### src/rtl/jtag_uart_pkg.sv
// jtag_uart_pkg: shared types and constants for the JTAG UART TX arbiter
package jtag_uart_pkg;

    typedef enum logic [1:0] {
        IDLE = 2'd0,
        HDR  = 2'd1,
        DATA = 2'd2
    } state_t;

    localparam logic [4:0] OWNER_INVALID    = 5'h1F;
    localparam logic [7:0] HDR_BASE_DEFAULT = 8'hF0;

endpackage

### src/rtl/jtag_uart_tx_arbiter_rr_picker.sv
// rr_picker: first set request at or above ptr, wrapping, as one-hot and index
module rr_picker #(
    parameter int N_REQ = 4
) (
    input  logic [N_REQ-1:0] req,
    input  logic [3:0]       ptr,
    output logic [N_REQ-1:0] win_oh,
    output logic [3:0]       win_idx,
    output logic             found
);
    logic [15:0] req_x;
    logic [4:0]  sum;
    logic [3:0]  cand;

    assign req_x = 16'(req);

    // descending scan so the candidate closest to ptr is written last and wins
    always_comb begin
        found   = 1'b0;
        win_idx = '0;
        sum     = '0;
        cand    = '0;
        win_oh  = '0;
        for (int i = N_REQ - 1; i >= 0; i--) begin
            sum  = {1'b0, ptr} + 5'(i);
            cand = sum >= 5'(N_REQ) ? 4'(sum - 5'(N_REQ)) : sum[3:0];
            if (req_x[cand]) begin
                found   = 1'b1;
                win_idx = cand;
            end
        end
        for (int k = 0; k < N_REQ; k++)
            win_oh[k] = found && (win_idx == 4'(k));
    end
endmodule

### src/rtl/jtag_uart_tx_arbiter.sv
// jtag_uart_tx_arbiter: round-robin packet arbiter onto the JTAG UART TX write port
module jtag_uart_tx_arbiter
    import jtag_uart_pkg::*;
#(
    parameter int         N_REQ     = 4,
    parameter int         MAX_BURST = 16,
    parameter bit         HDR_EN    = 1'b1,
    parameter logic [7:0] HDR_BASE  = HDR_BASE_DEFAULT
) (
    input  logic               clk_i,
    input  logic               reset_i,
    input  logic [N_REQ-1:0]   req_valid_i,
    input  logic [N_REQ*8-1:0] req_data_i,
    input  logic [N_REQ-1:0]   req_last_i,
    output logic [N_REQ-1:0]   req_ready_o,
    input  logic               txfl_i,
    output logic               nwr_o,
    output logic [7:0]         data_o,
    output logic [N_REQ-1:0]   grant_o,
    output logic               busy_o
);
    state_t           state_q, state_d;
    logic [N_REQ-1:0] grant_q, grant_d;
    logic [3:0]       owner_q, owner_d, rr_q, rr_d;
    logic [4:0]       last_q, last_d;
    logic [7:0]       cnt_q, cnt_d, data_q, data_d;
    logic             nwr_q, nwr_d;
    logic [N_REQ-1:0] win_oh;
    logic [3:0]       win_idx;
    logic             found;
    logic [15:0]      valid_x, last_x;
    logic [127:0]     data_x;
    logic             wr_ok, xfer, own_last;
    logic [7:0]       own_data;

    rr_picker #(.N_REQ(N_REQ)) u_picker (
        .req     (req_valid_i),
        .ptr     (rr_q),
        .win_oh  (win_oh),
        .win_idx (win_idx),
        .found   (found)
    );

    assign valid_x  = 16'(req_valid_i);
    assign last_x   = 16'(req_last_i);
    assign data_x   = 128'(req_data_i);
    assign own_data = data_x[{owner_q, 3'b000} +: 8];
    assign own_last = last_x[owner_q];
    // nwr_q in wr_ok forces a gap cycle, absorbing the one-cycle txfl lag
    assign wr_ok    = !txfl_i && nwr_q;
    assign xfer     = (state_q == DATA) && valid_x[owner_q] && wr_ok;

    assign req_ready_o = (state_q == DATA && wr_ok && !reset_i) ? grant_q : '0;
    assign nwr_o       = nwr_q;
    assign data_o      = data_q;
    assign grant_o     = grant_q;
    assign busy_o      = state_q != IDLE;

    always_ff @(posedge clk_i) begin
        if (reset_i) begin
            state_q <= IDLE;
            grant_q <= '0;
            owner_q <= '0;
            last_q  <= OWNER_INVALID;
            rr_q    <= '0;
            cnt_q   <= '0;
            nwr_q   <= 1'b1;
            data_q  <= '0;
        end else begin
            state_q <= state_d;
            grant_q <= grant_d;
            owner_q <= owner_d;
            last_q  <= last_d;
            rr_q    <= rr_d;
            cnt_q   <= cnt_d;
            nwr_q   <= nwr_d;
            data_q  <= data_d;
        end
    end

    always_comb begin
        state_d = state_q;
        grant_d = grant_q;
        owner_d = owner_q;
        last_d  = last_q;
        rr_d    = rr_q;
        cnt_d   = cnt_q;
        nwr_d   = 1'b1;
        data_d  = data_q;
        case (state_q)
            IDLE: if (found) begin
                grant_d = win_oh;
                owner_d = win_idx;
                cnt_d   = '0;
                state_d = (HDR_EN && {1'b0, win_idx} != last_q) ? HDR : DATA;
            end
            HDR: if (wr_ok) begin
                nwr_d   = 1'b0;
                data_d  = HDR_BASE | {4'h0, owner_q};
                last_d  = {1'b0, owner_q};
                state_d = DATA;
            end
            DATA: if (xfer) begin
                nwr_d  = 1'b0;
                data_d = own_data;
                cnt_d  = cnt_q + 8'd1;
                if (own_last || cnt_q == 8'(MAX_BURST - 1)) begin
                    state_d = IDLE;
                    grant_d = '0;
                    rr_d    = owner_q == 4'(N_REQ - 1) ? '0 : owner_q + 4'd1;
                end
            end
            default: state_d = IDLE;
        endcase
    end
endmodule

### config.mk
export PLATFORM = sky130hd
export DESIGN_NAME = jtag_uart_tx_arbiter
export DESIGN_NICKNAME = d
export VERILOG_FILES = /design/src/rtl/jtag_uart_pkg.sv /design/src/rtl/jtag_uart_tx_arbiter_rr_picker.sv /design/src/rtl/jtag_uart_tx_arbiter.sv
export SDC_FILE = /design/constraint.sdc
export NUM_CORES = 1
export LEC_CHECK = 0
export CAP_MARGIN = 20
export CELL_PAD_IN_SITES_DETAIL_PLACEMENT = 1
export CELL_PAD_IN_SITES_GLOBAL_PLACEMENT = 1
export CORE_UTILIZATION = 47
export DETAILED_ROUTE_END_ITERATION = 10
export DONT_BUFFER_PORTS = 1
export PLACE_DENSITY_LB_ADDON = 0.1
export SLEW_MARGIN = 20
export SYNTH_ARGS = -nofsm -noshare
export SYNTH_HDL_FRONTEND = slang
export SYNTH_SLANG_ARGS = --single-unit
### constraint.sdc
create_clock -name clk_i -period 3.45 [get_ports clk_i]
set_input_delay 0.345 -clock clk_i [delete_from_list [all_inputs] [get_ports clk_i]]
set_output_delay 0.345 -clock clk_i [all_outputs]
set_load 0.005 [all_outputs]
==> flow_summary.ini <==
[outcome]
status = finished clean

[synth]
syn_nets = 350
syn_inst = 290
synth_top_cell_area_share = 0.290
ys_ff_latch = 36
syn_avg_cell_area_sq_um = 8.56
yosys_warnings = 0
synth_top_cell_by_area = dfxtp_1
ys_types = 55
synth-seq-area-share = 0.290
synth_area_sq_um = 2480
synth_edf_count = 0
synth_flop_cell = dfxtp_1
synthTopCellsByArea = dfxtp_1 29%, ha_1 8.6%, mux4_2 8.2%, a21oi_1 5.2%, nand2_1 4.8%
async_flop_share = 0

[clock_network]
ctsResizeCount = 0
cts_buffers = 5
postCtsHoldBufs = 0
cts_buffer_depth = 2
post_cts_buffers = 0
cts_root_buf = clkbuf_8
cts_tree = yes
cts.reportedPaths.clkPinSlew_ps = 80
htreeDepth = 2
cts.sink_count = 36
clk_latency_ps = 290

[global_route]
grt.overflow.total = 0
grt_pass1_vias = 2197
grt_pass1_wl_mm = 10.3
grt_max_degree = 25
antenna_found_initial = 0
grt_usage = 0.245

[floorplan]
initial_core_util = 0.486
fp.coreArea_sq_um = 5110
die-area_sq_um = 5580
num_rows = 26
pin_count = 61
die_h_um = 74.7
dieWidth_um = 74.7

[route]
totalWireLength_mm = 6.24
num_vias = 2085
ant_nets = 0
via_per_inst = 5.79
routedWlPerCell_um = 17.3
firstDrtPassIters = 4
drcViolationCount = 0
drt_first_iter_violations = 54

[sta]
timing.final.crit_share = 0.908
finalHoldViolCount = 0
fin_skew_ps = 8.84
maxSlewViolCount = 0
setup_viol = 0
worstMarginPinSlew_ps = 604
max_freq_mhz = 319
tns_ps = 0
rsz0062_at_grt = no
min_period_ps = 3130
slew_headroom = 0.598

[final_layout]
diodes = 0
final_common_cell = dfxtp_1
drive_above_1_share = 0.148
final_nets = 349
area_delta_synth_final_pct = 7.00
final_cell_mix = 35 x dfxtp_1, 32 x nand2_1, 28 x nor2_1, 26 x a21oi_1, 17 x ha_1
fillCellCount = 627

[job]
max-cap-violations = 0

[setup_path]
r2r-end = state_q[1]
cp_max_fo = 12
startpoint_type = register
r2r-start = rr_q[2]
r2r_cells = 11
path_class = register to register
end_kind = register
cp-startpoint = rr_q[2]
cp-endpoint = state_q[1]
ff2ff_setup_slack_ps = 320
cp.required_ps = 3660
worstPathArrival_ps = 3340

[placed_design]
place_congestion = 0.811
place_hpwl_mm = 4.79
numPortBuffers = 0

[power]
p_leak_nw = 1.03
p_per_area_nw_per_um2 = 560
power.total_mw = 1.49
peakVddDrop_uv = 287

[worst_hold_path]
hold_path.class = primary input to register
[power breakdown]
group	total, mW	switching, mW	internal, mW
Clock	0.375	0.161	0.214
Sequential	0.570	0.0715	0.498
Combinational	0.545	0.325	0.220
[per-stage QoR]
step                      instance area [sq um]  hold WS [ps]  cells  setup WS (ps)   util
after CTS                                  2660           108    360            221  0.520
after floorplan                            2480           415    290            679      -
after detailed placement                   2540           420    352            254  0.498
after global placement                     2540           417    352            297  0.498
final                                      2660           111    360            316  0.520
after global routing                       2660           104    360           27.4  0.520
[Yosys cell counts (3+ instances only)]
library cell and count:
a21oi_1 26, a311oi_1 4, a31oi_1 3, and2_1 4, buf_2 3, buf_6 3, clkbuf_1 9, dfxtp_1 36
ha_1 17, inv_1 13, mux2_2 4, mux2i_1 8, mux4_2 9, nand2_1 32, nand3_1 3, nor2_1 28
nor2b_1 7, nor3_1 5, nor4_1 3, o21ai_0 15, or3_1 3, xnor2_1 8
[cell type report]
type | count | area [sq um] | share of cell area
multi-input combinational | 224 | 1620 | 0.611
sequential | 36 | 722 | 0.272
tap | 70 | 87.6 | 0.0330
clock buffer | 5 | 68.8 | 0.0259
timing repair buffer | 8 | 60.1 | 0.0226
inverter | 14 | 52.6 | 0.0198
clock inverter | 3 | 42.5 | 0.0160
[state kept, by name, indices dropped and copies added, names as in the netlist]
name / cells
owner_q: 4
last_q: 5
data_o: 8
rr_q: 4
grant_o: 4
nwr_o: 1
state_q: 2
cnt_q: 8
[kinds of logic (layout without fill, tap and decap cells)]
| family | count (synthesis) | count (layout) | synth area share |
|---|---|---|---|
| buffers and inverters | 30 | 30 | 0.0559 |
| muxes | 22 | 22 | 0.143 |
| xor gates and xnor gates | 10 | 10 | 0.0353 |
| DFF | 36 | 36 | 0.290 |
| AOI/OAI and AO/OA | 70 | 70 | 0.179 |
| adders and majority gates | 17 | 17 | 0.0856 |
| and+or+nand+nor | 105 | 105 | 0.212 |
[metal layers]
metal,global-route usage,part of all wire,vias up
li1,-,-,1040
met1,0.300,0.44,992
met2,0.416,0.49,40
met3,0.0562,0.039,13
met4,0.0985,0.025,0
met5,0,0,-
[worst min-delay path by stage]
stage                     startpoint          to  depth (start not counted)  slack, ps
after floorplan            last_q[4]   last_q[4]                          2        420
after global placement       reset_i  grant_o[2]                          1        420
after detailed placement     reset_i     rr_q[0]                          1        420
after CTS                    reset_i  grant_o[0]                          1        110
after global routing         reset_i  grant_o[0]                          1        100
final                        reset_i  grant_o[0]                          1        110
[critical path, cell delays in order (launching register included)]
cell and delay [ps]:
dfxtp_1 590, ha_1 300, a21oi_1 100, xnor2_1 160, ha_1 210, a2bb2oi_1 200, o2bb2ai_1 140, o211ai_1 140
and3b_4 220, a21o_1 290, or4_1 550, o32ai_1 130
Note: power is estimated with default switching activity, not from simulation.
